## src/rtl/seq_step_pkg.sv

```systemverilog
// Shared types for the step sequencer.
// State enum, step-table entry and index width helper.
package seq_step_pkg;

  // Widths of step_entry_t; the engine's NUM_CH/DATA_W must equal these.
  localparam int SEQ_NUM_CH = 4;
  localparam int SEQ_DATA_W = 8;

  function automatic int idx_w(input int n);
    return (n < 2) ? 1 : $clog2(n);
  endfunction

  typedef enum logic {
    IDLE,
    RUN
  } state_t;

  typedef struct packed {
    logic [SEQ_NUM_CH-1:0]                 mask;
    logic [SEQ_NUM_CH-1:0][SEQ_DATA_W-1:0] data;
    logic                                  last;
  } step_entry_t;

endpackage

```

## src/rtl/seq_step_table.sv

```systemverilog
// Step table: sync-reset register file, one write port,
// one combinational read port (raddr -> rentry).
module seq_step_table
  import seq_step_pkg::*;
#(
  parameter int NUM_STEPS = 8,
  parameter int STEP_W    = idx_w(NUM_STEPS)
) (
  input  logic              clk,
  input  logic              rst,
  input  logic              we,
  input  logic [STEP_W-1:0] waddr,
  input  step_entry_t       wentry,
  input  logic [STEP_W-1:0] raddr,
  output step_entry_t       rentry
);

  step_entry_t tbl [NUM_STEPS];

  always_ff @(posedge clk) begin
    if (rst) begin
      for (int i = 0; i < NUM_STEPS; i++)
        tbl[i] <= '0;
    end else if (we) begin
      tbl[waddr] <= wentry;
    end
  end

  assign rentry = tbl[raddr];

endmodule

```

## src/rtl/seq_step_engine.sv

```systemverilog
// Programmable step sequencer: FSM, step index, channel regs.
// Ports: cfg_* table write, start/stall/loop_en control,
// busy/done/cfg_err status, step_idx, ch_out channels.
module seq_step_engine
  import seq_step_pkg::*;
#(
  parameter int NUM_CH     = SEQ_NUM_CH,
  parameter int DATA_W     = SEQ_DATA_W,
  parameter int NUM_STEPS  = 8,
  parameter int STEP_W     = idx_w(NUM_STEPS),
  parameter int AUTO_START = 1
) (
  input  logic                     clk,
  input  logic                     rst,
  input  logic                     cfg_we,
  input  logic [STEP_W-1:0]        cfg_addr,
  input  logic [NUM_CH-1:0]        cfg_mask,
  input  logic [NUM_CH*DATA_W-1:0] cfg_data,
  input  logic                     cfg_last,
  input  logic                     start,
  input  logic                     loop_en,
  input  logic                     stall,
  output logic                     busy,
  output logic                     done,
  output logic                     cfg_err,
  output logic [STEP_W-1:0]        step_idx,
  output logic [NUM_CH*DATA_W-1:0] ch_out
);

  state_t      state;
  logic        auto_pend;
  step_entry_t wentry;
  step_entry_t cur;
  logic        is_last;

  assign wentry.mask = cfg_mask;
  assign wentry.data = cfg_data;
  assign wentry.last = cfg_last;

  seq_step_table #(
    .NUM_STEPS (NUM_STEPS),
    .STEP_W    (STEP_W)
  ) u_table (
    .clk    (clk),
    .rst    (rst),
    .we     (cfg_we && state == IDLE),
    .waddr  (cfg_addr),
    .wentry (wentry),
    .raddr  (step_idx),
    .rentry (cur)
  );

  // Last table slot ends the pass even if not marked.
  assign is_last = cur.last ||
                   (step_idx == STEP_W'(NUM_STEPS - 1));

  always_ff @(posedge clk) begin
    if (rst) begin
      state     <= IDLE;
      auto_pend <= 1'(AUTO_START);
      busy      <= 1'b0;
      done      <= 1'b0;
      cfg_err   <= 1'b0;
      step_idx  <= '0;
      ch_out    <= '0;
    end else begin
      done    <= 1'b0;
      cfg_err <= 1'b0;
      unique case (state)
        IDLE: begin
          if (start || auto_pend) begin
            state     <= RUN;
            busy      <= 1'b1;
            auto_pend <= 1'b0;
            step_idx  <= '0;
          end
        end
        RUN: begin
          cfg_err <= cfg_we;
          if (!stall) begin
            for (int i = 0; i < NUM_CH; i++)
              if (cur.mask[i])
                ch_out[i*DATA_W +: DATA_W] <= cur.data[i];
            if (is_last) begin
              done     <= 1'b1;
              step_idx <= '0;
              if (!loop_en) begin
                state <= IDLE;
                busy  <= 1'b0;
              end
            end else begin
              step_idx <= step_idx + STEP_W'(1);
            end
          end
        end
      endcase
    end
  end

endmodule

```

## config.mk

```make
export PLATFORM = sky130hd
export DESIGN_NAME = seq_step_engine
export DESIGN_NICKNAME = d
export VERILOG_FILES = /design/src/rtl/seq_step_pkg.sv /design/src/rtl/seq_step_table.sv /design/src/rtl/seq_step_engine.sv
export SDC_FILE = /design/constraint.sdc
export NUM_CORES = 1
export LEC_CHECK = 0
export CAP_MARGIN = 20
export CORE_MARGIN = 4
export CORE_UTILIZATION = 30
export DETAILED_ROUTE_END_ITERATION = 7
export PLACE_DENSITY = 0.57
export SLEW_MARGIN = 25
export SYNTH_ARGS = -nofsm -noshare
export SYNTH_HDL_FRONTEND = slang
export SYNTH_SLANG_ARGS = --single-unit
```

## constraint.sdc

```tcl
create_clock -name clk -period 6.1 [get_ports clk]
set_input_delay 1.22 -clock clk [delete_from_list [all_inputs] [get_ports clk]]
set_output_delay 1.22 -clock clk [all_outputs]
set_load 0.01 [all_outputs]
```

Word-level counts from Yosys, hierarchy flattened
Memory sizes are Yosys's and may differ from the RTL's. A register that Yosys moved wholly into a read port is not among the register bits.
Index checks and enable logic that the tools add are counted.
{ "word_totals": {"regBits": 40, "latchBits": 0, "mem_bits_rw": 296, "rom_bits": 0, "in_bits": 46, "out_inout_bits": 38, "n_memories": 1} }
{ "memory_table": {"columns": ["name", "depth", "width", "read_ports", "rd_clocked_by_memory_dff", "write_ports", "line_no", "source"], "rows": [
  ["u_table.tbl", 8, 37, 1, 1, 8, "seq_step_table.sv:18", "step_entry_t tbl [NUM_STEPS];"]
]} }
{ "classes": {"add_sub_neg": 1, "n_mul": 0, "n_div": 0, "magnitude_cmp": 0, "eq_ne": 5, "shift": 0, "muxes": 25, "bitwise_logic": 2, "n_reduce_logical": 13} }
{ "ops": {"columns": ["operator", "count"], "rows": [
  ["37-bit two-way mux", 1],
  ["37-bit OR reduction", 1],
  ["3-bit two-way mux", 6],
  ["1-bit two-way mux", 15],
  ["3-bit AND reduction", 4],
  ["3-bit one-hot mux with 2 select lines", 1],
  ["2-bit by 1-bit != test with 1-bit output, second input constant", 2],
  ["2-bit != test, second input constant", 2],
  ["1-bit one-hot mux with 2 select lines", 2],
  ["2-bit AND reduction", 2],
  ["4-bit AND reduction", 1],
  ["3-bit by 1-bit adder with 3-bit output, second input constant", 1],
  ["3-bit == test, second input constant", 1],
  ["3-bit OR reduction", 1],
  ["1-bit logical OR", 2],
  ["1-bit NOT", 2],
  ["2-bit OR reduction", 1],
  ["1-bit logical AND", 1]
]} }

Logic depth before layout (Yosys ltp)
{ "logic_depth": {"word_depth": 7, "mapped_depth": 7} }

Cells and area by module
A second synthesis with hierarchy kept.
{ "unflattened": {"hier_cells": 983, "area_unflattened_um2": 15054.4} }
{ "by_module_without_submodules": {"columns": ["module", "n_inst", "cells_each", "area_per_inst_um2", "seq_area_each_um2"], "rows": [
  ["seq_step_table", 1, 841, 13535.5, 8888.5],
  ["seq_step_engine", 1, 142, 1519.0, 800.8]
]} }

Least setup slack after synthesis
Ideal clock, no wire load.
{ "synth_path": {"kind": "in2reg", "start": "in rst", "end": "mem u_table.tbl[2][0] (netlist bit) (enable)", "setup_ns": 0.378, "arrival_ns": 2.555, "required_time_ns": 5.722, "setup_slack_ns": 3.168, "cell_stages": 6, "path_buffers": 2, "path_cell_list": "buf_2 -> nor3b_2 -> nand2b_1 -> nor2_1 -> clkbuf_1 -> or2_2"} }
{ "synth_rtl": {"columns": ["element", "line_no", "source"], "rows": [
  ["start, declared", "seq_step_engine.sv:14", "input logic rst,"],
  ["end, declared", "seq_step_table.sv:18", null]
]} }

==> results.json <==
{
  "multi_input_area_mm2": 0.00497,
  "drt_pass1_iterations": 4,
  "fin_util_pct": 36.0,
  "synth_cell_types": 33,
  "finalSetupViolations": 0,
  "async_reset_ff_share_pct": 0,
  "fin_worst_skew_ns": 0.0103,
  "crit_family": "simple AND/OR/NAND/NOR gates",
  "seq_area_mm2": 0.00976,
  "start_util_pct": 30.5,
  "fin_cells": 1741,
  "start_kind": "input port",
  "via_count": 7939,
  "p_leak_nw": 6.28,
  "rsz0062_at_grt": "no",
  "antenna_found_initial": 0,
  "slowest_delay_ns": 0.66,
  "cts_sinks": 339,
  "die_h_um": 232,
  "cp_max_fo": 38,
  "grt_pass1_wl_um": 54800,
  "drc": 0,
  "post-route-min-period_ns": 3.10,
  "p_per_area_mw_per_mm2": 286,
  "synth_flop_cell": "edfxtp_1",
  "cp_slowest_cell": "or2_4",
  "io_buffers": 83,
  "tightest_slew_ns": 0.819,
  "setup_ws_ns": 3.00,
  "synth-warning-count": 0,
  "synthesis.area_mm2": 0.0150,
  "grt_pass1_vias": 8653,
  "cts_root_buffer": "clkbuf_16",
  "fin_area_mm2": 0.0177,
  "grt_overflow": 0,
  "vias_per_cell": 4.56,
  "synthCells": 976,
  "die_area_mm2": 0.0537,
  "crit_type": "in2reg",
  "final-hold-violation-count": 0,
  "synth_edf_count": 296,
  "place_hpwl_um": 20500,
  "max_freq_ghz": 0.322,
  "power_mw": 5.05,
  "die_x_um": 232,
  "avgSynthCellArea_um2": 15.4,
  "grt_max_degree": 46,
  "fin_crit_sh_pct": 50.9,
  "nets": 1096,
  "grt_usage_pct": 13.3,
  "critical_path.endpoint_type": "flop",
  "crit_chain": "clkdlybuf4s50_1 > nor3b_2 > nand2_1 > nor2_2 > buf_4 > or2_4",
  "hold_ws_ns": 0.489,
  "clk_pin_slew_ns": 0.05,
  "n_antenna_cell": 0,
  "numCtsBuffers": 38,
  "ios": 84,
  "preCtsSetupSlack_ns": 2.16,
  "slew_headroom_pct": 45.4,
  "postRouteAntennaNets": 0,
  "core_area_mm2": 0.0492,
  "dp.cells": 1672,
  "drtIter0Drc": 690,
  "peakVddDrop_v": 0.000158,
  "critPathArrivalTime_ns": 3.25,
  "holdBufCountCts": 0,
  "final_cell_mix": "296 x and2_1, 296 x edfxtp_1, 82 x clkdlybuf4s50_1",
  "cp.required_ns": 6.24,
  "insertion_delay_ns": 0.52,
  "setup_tns_ns": 0,
  "post_cts_resized": 0,
  "tritoncts": "done",
  "totalWireLength_um": 35200,
  "drive_above_1_share_pct": 17.5,
  "fillers": 4603,
  "placed_area_mm2": 0.0165,
  "synth_seq_cells": 339,
  "place_congestion": 0.726,
  "drv_slew": 0,
  "cts_max_level": 2,
  "rows": 81,
  "synth_nets": 1024,
  "cts_buffer_depth": 3,
  "wire_per_inst_um": 20.2,
  "synth_seq_area_share_pct": 65.0,
  "cts_setup_buffers": 0,
  "hp-class": "reg2reg",
  "outcome": "complete, no violations",
  "cap_violations": 0,
  "path_buf_inv": 2,
  "syn2layout_area_growth_pct": 17.8
}
[worst paths after layout]
| kind | slack [ns] | startpoint | endpoint | depth (start not counted) |
|---|---|---|---|---|
| max | 3.00 | cfg_we | u_table.tbl[7][21] | 6 |
| min | 0.49 | auto_pend | auto_pend | 1 |
| max reg2reg | 3.33 | flop | flop | 5 |
| min reg2reg | 0.49 | auto_pend | auto_pend | 1 |
[power by group]
group          switching, mW  internal [mW]  total [mW]  leakage (nW)
registers             0.0290           2.60        2.63          3.44
clock network          0.887           1.28        2.17         0.587
logic                  0.147         0.0999       0.247          2.25
total                   1.06           3.99        5.05          6.28
[area by class of cell]
cell class | instances | area share, %
flip-flops and latches | 339 | 55.2
multi-input cells | 572 | 28.1
inverters | 1 | 0.0212
clock inverters | 19 | 0.602
repair buffers | 96 | 5.24
clock buffers | 50 | 6.11
well taps | 664 | 4.70
[sequential cells by signal, summed over array words and instances, names as in the netlist, named ones only]
register and cells:
u_table.tbl 296, ch_out 32, step_idx 3, auto_pend 1, busy 1, cfg_err 1
done 1, state 1
[per-layer routing]
| layer | part of all wire (%) | track usage, % | up-vias |
|---|---|---|---|
| met5 | 0 | 0 | - |
| li1 | - | - | 3691 |
| met1 | 45 | 17.9 | 4085 |
| met4 | 1.4 | 2.82 | 0 |
| met3 | 4.9 | 3.04 | 37 |
| met2 | 49 | 22.2 | 126 |
[cells by family (layout without fill, tap and decap cells)]
group / after synthesis / count (layout) / synth area share [%]
AOI/OAI and AO/OA: 14 / 14 / 0.742
muxes: 146 / 146 / 15.5
adders and majority gates: 2 / 2 / 0.167
DFF: 339 / 339 / 65.0
and+or+nand+nor: 410 / 410 / 16.4
buffers and inverters: 65 / 166 / 2.20
[Yosys cell counts, types with 2 or more instances]
cell / n / share of area (%)
a21oi_1: 6 / 0.20
ha_1: 2 / 0.17
buf_1: 4 / 0.10
nand2_1: 10 / 0.25
mux4_2: 66 / 9.9
dfxtp_1: 43 / 5.7
nand4_2: 4 / 0.33
mux2i_1: 48 / 3.2
and2_1: 296 / 12
clkbuf_1: 41 / 1.0
or2_2: 8 / 0.33
clkbuf_2: 2 / 0.067
buf_6: 8 / 0.60
o31a_1: 2 / 0.12
nand3_1: 4 / 0.13
nor3_1: 5 / 0.17
nand2b_1: 4 / 0.17
nor2_1: 42 / 1.1
mux2_2: 32 / 2.4
nor2b_1: 34 / 1.4
a32o_1: 2 / 0.13
edfxtp_1: 296 / 59
buf_2: 7 / 0.23
(Power assumes the default switching activity.)
